===== config.mk =====
export PLATFORM = sky130hd
export DESIGN_NAME = drq_irq_flat
export DESIGN_NICKNAME = d
export VERILOG_FILES = /design/src/rtl/drq_irq_if.sv /design/src/rtl/drq_irq.sv /design/src/flat_wrapper.sv
export SDC_FILE = /design/constraint.sdc
export NUM_CORES = 1
export LEC_CHECK = 0
export BUFFER_PORTS_ARGS = -buffer_cell sky130_fd_sc_hd__buf_2
export CAP_MARGIN = 20
export CORE_ASPECT_RATIO = 1.25
export CORE_MARGIN = 8
export CORE_UTILIZATION = 30
export CTS_BUF_LIST = sky130_fd_sc_hd__clkbuf_4
export CTS_CLUSTER_DIAMETER = 50
export DETAILED_ROUTE_END_ITERATION = 6
export PLACE_DENSITY = 0.46
export SLEW_MARGIN = 20
export SYNTH_ARGS = -nofsm -noshare
export SYNTH_HDL_FRONTEND = slang
export SYNTH_SLANG_ARGS = --single-unit

===== constraint.sdc =====
create_clock -name i_clk -period 1.4 [get_ports i_clk]
set_clock_uncertainty 0.1 [all_clocks]
set_input_delay 0 -clock i_clk [delete_from_list [all_inputs] [get_ports i_clk]]
set_output_delay 0 -clock i_clk [all_outputs]
set_load 0.005 [all_outputs]

===== src/rtl/drq_irq_if.sv =====
// drq_irq_if: request/interrupt signals between framemanager, drq_irq and the MCU pins.
// master drives the request pulse and chip select; slave (drq_irq) drives the interrupt side.
interface drq_irq_if #(
  parameter int c_ovf_w = 8
);
  logic               i_drq;
  logic               i_cs;
  logic               o_int;
  logic               o_pending;
  logic [c_ovf_w-1:0] o_overruns;
  logic               o_timeout;

  modport master (
    output i_drq, i_cs,
    input  o_int, o_pending, o_overruns, o_timeout
  );

  modport slave (
    input  i_drq, i_cs,
    output o_int, o_pending, o_overruns, o_timeout
  );
endinterface


===== src/rtl/drq_irq.sv =====
// drq_irq: turns single-cycle frame data requests into a level interrupt for the host MCU.
// The MCU acknowledges by pulling chip select low; one further request can be queued,
// anything beyond that is counted as an overrun (saturating).
// Optional feature macro LAMP_IRQ_TIMEOUT_EN: when defined, an unacknowledged interrupt is
// dropped after c_timeout cycles, o_timeout pulses, and the interrupt is re-raised after the
// minimum low time. When undefined the interrupt holds until acknowledged.
module drq_irq #(
  parameter int c_timeout = 20000,
  parameter int c_min_low = 4,
  parameter int c_ovf_w   = 8
) (
  input logic      i_clk,
  input logic      i_rst,
  drq_irq_if.slave bus
);

  localparam int                 c_gap_w    = $clog2(c_min_low + 1);
  localparam logic [c_gap_w-1:0] c_gap_last = c_gap_w'(c_min_low - 1);
`ifdef LAMP_IRQ_TIMEOUT_EN
  localparam int                 c_tmr_w    = $clog2(c_timeout + 1);
  localparam logic [c_tmr_w-1:0] c_tmr_last = c_tmr_w'(c_timeout - 1);
`endif

  typedef enum logic [1:0] {
    S_IDLE   = 2'd0,
    S_ASSERT = 2'd1,
    S_BUSY   = 2'd2,
    S_GAP    = 2'd3
  } state_t;

  state_t             r_state;
  state_t             w_state_next;
  logic               w_drq;
  logic               w_cs;
  logic               r_cs_meta;
  logic               r_cs_sync;
  logic               r_cs_prev;
  logic               w_cs_fall;
  logic               w_cs_rise;
  logic [c_gap_w-1:0] r_gap_cnt;
  logic               r_int;
  logic               r_pending;
  logic               w_pending_next;
  logic               w_pending_clr;
  logic [c_ovf_w-1:0] r_overruns;
  logic [c_ovf_w-1:0] w_overruns_next;
  logic               w_ovf_inc;
  logic               w_drq_queue;
  logic               w_drq_drop;
  logic               r_timeout;
  logic               w_timeout_next;
`ifdef LAMP_IRQ_TIMEOUT_EN
  logic [c_tmr_w-1:0] r_timer;
  logic               r_rearm;
  logic               w_rearm_next;
`endif

  assign w_drq = bus.i_drq;
  assign w_cs  = bus.i_cs;

  // Two-flop synchronizer for the asynchronous chip select plus a delayed copy for edge detection
  always_ff @(posedge i_clk or posedge i_rst) begin
    if (i_rst) begin
      r_cs_meta <= 1'b1;
      r_cs_sync <= 1'b1;
      r_cs_prev <= 1'b1;
    end else begin
      r_cs_meta <= w_cs;
      r_cs_sync <= r_cs_meta;
      r_cs_prev <= r_cs_sync;
    end
  end

  assign w_cs_fall = r_cs_prev & ~r_cs_sync;
  assign w_cs_rise = ~r_cs_prev & r_cs_sync;

  // Next state, plus classification of an incoming request (queue it, drop it, or take it directly)
  always_comb begin
    w_state_next   = r_state;
    w_drq_queue    = 1'b0;
    w_drq_drop     = 1'b0;
    w_pending_clr  = 1'b0;
    w_timeout_next = 1'b0;
`ifdef LAMP_IRQ_TIMEOUT_EN
    w_rearm_next   = r_rearm;
`endif
    unique case (r_state)
      S_IDLE: begin
        if (w_drq) w_state_next = S_ASSERT;
      end
      S_ASSERT: begin
        if (w_cs_fall) begin
          // The MCU is taking the current frame now, so a new request can wait in the queue.
          w_state_next = S_BUSY;
          w_drq_queue  = w_drq;
        end else begin
          // Current frame not serviced yet: another request cannot be honoured.
          w_drq_drop = w_drq;
`ifdef LAMP_IRQ_TIMEOUT_EN
          if (r_timer == c_tmr_last) begin
            w_state_next   = S_GAP;
            w_timeout_next = 1'b1;
            w_rearm_next   = 1'b1;
          end
`endif
        end
      end
      S_BUSY: begin
        w_drq_queue = w_drq;
        if (w_cs_rise) w_state_next = S_GAP;
      end
      S_GAP: begin
        w_drq_queue = w_drq;
        if (r_gap_cnt == c_gap_last) begin
`ifdef LAMP_IRQ_TIMEOUT_EN
          if (r_rearm) begin
            w_state_next = S_ASSERT;
            w_rearm_next = 1'b0;
          end else
`endif
          if (r_pending) begin
            w_state_next  = S_ASSERT;
            w_pending_clr = 1'b1;
          end else if (w_drq) begin
            // A request arriving on the way back to idle is served straight away.
            w_state_next = S_ASSERT;
            w_drq_queue  = 1'b0;
          end else begin
            w_state_next = S_IDLE;
          end
        end
      end
      default: w_state_next = S_IDLE;
    endcase
  end

  // Queue slot and saturating overrun counter updates
  always_comb begin
    w_pending_next  = r_pending & ~w_pending_clr;
    w_ovf_inc       = w_drq_drop;
    w_overruns_next = r_overruns;
    if (w_drq_queue) begin
      if (r_pending) w_ovf_inc = 1'b1;
      else           w_pending_next = 1'b1;
    end
    if (w_ovf_inc && (r_overruns != {c_ovf_w{1'b1}})) begin
      w_overruns_next = r_overruns + 1'b1;
    end
  end

  // State, registered outputs and the minimum-low-time counter
  always_ff @(posedge i_clk or posedge i_rst) begin
    if (i_rst) begin
      r_state    <= S_IDLE;
      r_int      <= 1'b0;
      r_pending  <= 1'b0;
      r_overruns <= '0;
      r_timeout  <= 1'b0;
      r_gap_cnt  <= '0;
    end else begin
      r_state    <= w_state_next;
      r_int      <= (w_state_next == S_ASSERT);
      r_pending  <= w_pending_next;
      r_overruns <= w_overruns_next;
      r_timeout  <= w_timeout_next;
      // Counts cycles spent in GAP; held at zero elsewhere so every GAP entry starts fresh.
      if (r_state == S_GAP) r_gap_cnt <= r_gap_cnt + 1'b1;
      else                  r_gap_cnt <= '0;
    end
  end

`ifdef LAMP_IRQ_TIMEOUT_EN
  // Assertion timer (zero outside ASSERT, hence cleared on every entry) and the re-arm flag
  always_ff @(posedge i_clk or posedge i_rst) begin
    if (i_rst) begin
      r_timer <= '0;
      r_rearm <= 1'b0;
    end else begin
      r_rearm <= w_rearm_next;
      if (r_state == S_ASSERT) r_timer <= r_timer + 1'b1;
      else                     r_timer <= '0;
    end
  end
`endif

  assign bus.o_int      = r_int;
  assign bus.o_pending  = r_pending;
  assign bus.o_overruns = r_overruns;
  assign bus.o_timeout  = r_timeout;

endmodule

===== src/flat_wrapper.sv =====
// flat-port wrapper written by rule: the top's interface ports become plain ports
module drq_irq_flat 
#(
  parameter int c_timeout = 20000,
  parameter int c_min_low = 4,
  parameter int c_ovf_w   = 8
)
  (i_clk, i_rst, bus_i_drq, bus_i_cs, bus_o_int, bus_o_pending, bus_o_overruns, bus_o_timeout);
  drq_irq_if #(.c_ovf_w(c_ovf_w)) bus_i ();
  input logic i_clk;
  input logic i_rst;
  input wire logic [$bits(bus_i.i_drq)-1:0] bus_i_drq;
  input wire logic [$bits(bus_i.i_cs)-1:0] bus_i_cs;
  output wire logic [$bits(bus_i.o_int)-1:0] bus_o_int;
  output wire logic [$bits(bus_i.o_pending)-1:0] bus_o_pending;
  output wire logic [$bits(bus_i.o_overruns)-1:0] bus_o_overruns;
  output wire logic [$bits(bus_i.o_timeout)-1:0] bus_o_timeout;
  assign bus_i.i_drq = bus_i_drq;
  assign bus_i.i_cs = bus_i_cs;
  assign bus_o_int = bus_i.o_int;
  assign bus_o_pending = bus_i.o_pending;
  assign bus_o_overruns = bus_i.o_overruns;
  assign bus_o_timeout = bus_i.o_timeout;
  drq_irq #(.c_timeout(c_timeout), .c_min_low(c_min_low), .c_ovf_w(c_ovf_w)) u_core (.i_clk(i_clk), .i_rst(i_rst), .bus(bus_i));
endmodule

==> key figures <==
Floorplan
  – Row count: 22
  – Die Wd: 65.2 um
  – Initial Utilization: 0.311
  – Core area: 2920 um^2
  – Die Ht: 77.5 um
  – Area of the die: 5050 um^2
  – Io pins: 15

Power and ir drop
  – Clock share of power: 0.113
  – Comb pwr share: 0.509
  – Sequential share of power: 0.378
  – Static Leakage: about 0.58 nW
  – Worst IR Drop VDD: 855 uV
  – Total chip power: roughly 2.3 mW
  – Sw Share: 0.359
  – P_sw: 0.827 mW
  – Internal power: between 1 and 1.5 mW
  – Power density over the cells: 1750 nW/um^2

Synthesis
  – Netlist area before placement: 907 um^2
  – Syn avg cell area: 11.9 um^2
  – Most frequent cell after synthesis: dfrtp_1
  – Yosys warning count: 0
  – Post-synth ARST share: 1.00
  – Top cells by instance count after synthesis: 15 x dfrtp_1, 6 x nand3_1, 4 x inv_1
  – Top cell type's share of synthesized area: 0.414
  – Post-Synthesis Cells: 76
  – Post-synthesis sequential area ratio: 0.501
  – Ranking of synthesized cells by area: dfrtp_1 41%, dfstp_2 8.7%, ha_1 4.1%, mux2_2 3.7%, nand3_1 3.3%
  – Synthesized net count: 83
  – Synth Register Bits: 18
  – Most used DFF post-synth: dfrtp_1
  – Cell taking the most area after synthesis: dfrtp_1
  – Number of flops mapped to enable cells by yosys: 0
  – Post-synthesis cell type count: 34

Setup path
  – Critical path, cell by cell: nand2b_4 -> a21oi_4 -> buf_6 -> nor3_2 -> mux2_4
  – CP required: ~1.5 ns
  – CP Buf/Inv Count: 1
  – CP Capture Type: flip-flop
  – Critical path arrival: 1.67 ns
  – Crit-path leading delay family: flip-flops
  – CP max FO: 6
  – Critical path launch point type: flip-flop
  – Setup CP Type: flip-flop to flip-flop
  – Critical Path Slowest Stage Cell: dfstp_2
  – Largest stage delay, worst path: about 0.57 ns

Global route
  – Vias in the first global route: 722
  – Grt ovf: 0
  – Largest net degree at the start of global routing: 19
  – Initial antenna violation count: 0
  – First-pass GRT wire length: 3.26 mm
  – Overall routing resource usage: 0.0808

STA
  – Final hold violations: 0
  – RSZ-0062 raised after global routing: true
  – Peak Freq: roughly 630 MHz
  – Period utilisation layout: 1.13
  – Setup violations, final: 10
  – Setup TNS: -1.65 ns
  – Max-slew violation count: 0
  – Min Tclk post-route: around 1.6 ns
  – Setup slack after layout: -0.189 ns

Placement
  – Placement Cell Area: 1130 um^2
  – Pre-CTS setup slack: -0.199 ns
  – Placed cells: roughly 140
  – Dpl hpwl: 1.43 mm
  – Number of port buffers: 13
  – Routability cong.: 0.754

Layout
  – Design area: 1320 um^2
  – Share of cells above drive strength 1: 0.561
  – Area Overhead vs Synth: 45.0%
  – Count of non-filler cells in the finished layout: 150
  – N_diodes: 0
  – Final nets: approximately 120

Min path
  – Worst Hold Class: input pin to flip-flop

Route
  – DR iter-0 viols: 19
  – Remaining DRCs: 0
  – Via count: 700
  – DRT Pass-1 Iters: 4
  – DR WL/cell: between 10 and 15 um
  – Total Wirelength: 1.96 mm
  – Detail Route Antenna Nets: 0
  – Via density: 4.67

Clock network
  – CTS sink cnt: 18
  – CTS tree: built
  – Clk_lat worst skew: 0.29 ns
  – CTS buffer count: 3
  – Htree depth: 1
  – Clock Tree Buf Depth: 2
  – Root buffer cell: clkbuf_4
  – Clk slew on worst S/H paths: 0.10 ns

Run status
  – Failing checks: negative setup slack
  – Result of the run: finished, violations left

Flow run
  – Max_cap viols: 0
## through the flow
stage	hold WS, ns	util
3_5_place_dp	-0.0660	0.386
3_3_place_gp	-0.0708	0.386
6_report	0.118	0.451
4_1_cts	0.0454	0.416
5_1_grt	0.134	0.451
2_1_floorplan	-0.164	-
## flip-flops by register name, indices dropped and copies added (netlist names)
signal,count
u_core.bus.o_overruns,8
u_core.r_cs_meta,1
u_core.bus.o_int,1
u_core.r_state,2
u_core.r_cs_prev,1
u_core.bus.o_pending,1
u_core.r_gap_cnt,3
u_core.r_cs_sync,1
## cells by family after synthesis
logic type	synth area share
AND/OR/NAND/NOR	0.214
flip-flops	0.501
AO/OA/AOI/OAI	0.0896
buffers and inverters	0.0524
multiplexers	0.0786
adder cells (fa/ha/maj)	0.0414
XOR/XNOR	0.0193
other	0.00413
## power by group through the flow
stage / sequential [mW] / clock [mW] / combinational (mW)
after detailed placement: 0.847 / 0 / 0.957
after CTS: 0.839 / 0.282 / 1.03
after global placement: 0.845 / 0 / 0.945
after global routing: 0.897 / 0.293 / 1.32
after floorplan: 0.866 / 0 / 0.511
final: 0.871 / 0.261 / 1.17
## what timing repair did
action                                  in CTS  in global routing
hold buffers                                 3                  0
buffers inserted                             1                  3
endpoints found under the setup margin      10                 12
endpoints found under the hold margin       20                  0
gates resized for setup                      5                 15
pin swaps                                    6                  4
## path summary, 6_finish.rpt
path | from | to | slack (ns) | depth (start not counted)
worst max-delay path | u_core.r_cs_prev | u_core.bus.o_overruns[5] | -0.19 | 5
worst min-delay path | bus_i_drq | u_core.r_state[0] | 0.12 | 4
worst max register to register | u_core.r_cs_prev | u_core.bus.o_overruns[5] | -0.19 | 5
worst min register to register | u_core.r_cs_meta | u_core.r_cs_sync | 0.26 | 0
max in group asynchronous | i_rst | u_core.r_cs_prev | 0.78 | 4
min in group asynchronous | i_rst | u_core.bus.o_overruns[6] | 0.16 | 4
## cells in the final DEF (no fill, tap or decap), types with 2 or more instances in the layout
cell,instances
nor2_1,3
buf_4,19
clkbuf_4,3
inv_1,4
dlygate4sd3_1,3
mux2_2,2
nor3_2,3
buf_6,2
dfrtp_1,14
o211ai_1,2
buf_2,13
xor2_1,2
nand2_1,2
mux2_4,3
nand3_1,5
dfstp_2,3
ha_4,3
nand2b_1,2
o21ai_0,2
## layer usage
layer	vias up	track usage	part of all wire
li1	344	-	-
met1	346	0.0918	0.43
met2	8	0.135	0.53
met3	2	0.0216	0.036
met4	0	0.0394	0.0071
met5	-	0	0
## worst min-delay path, stage by stage
cell and delay [ns]:
buf_2 0.16, nand3_1 0.09, nand3_1 0.12, buf_4 0.11
## area by class of cell
cell class | instances | area (um^2)
tap | 36 | 45.0
clock buffer | 3 | 22.5
clock inverter | 1 | 3.75
inverter | 5 | 21.3
fill | 300 | 1600
sequential | 18 | 455
multi-input combinational | 50 | 507
timing repair buffer | 37 | 260
Note: power is estimated with default switching activity, not from simulation.
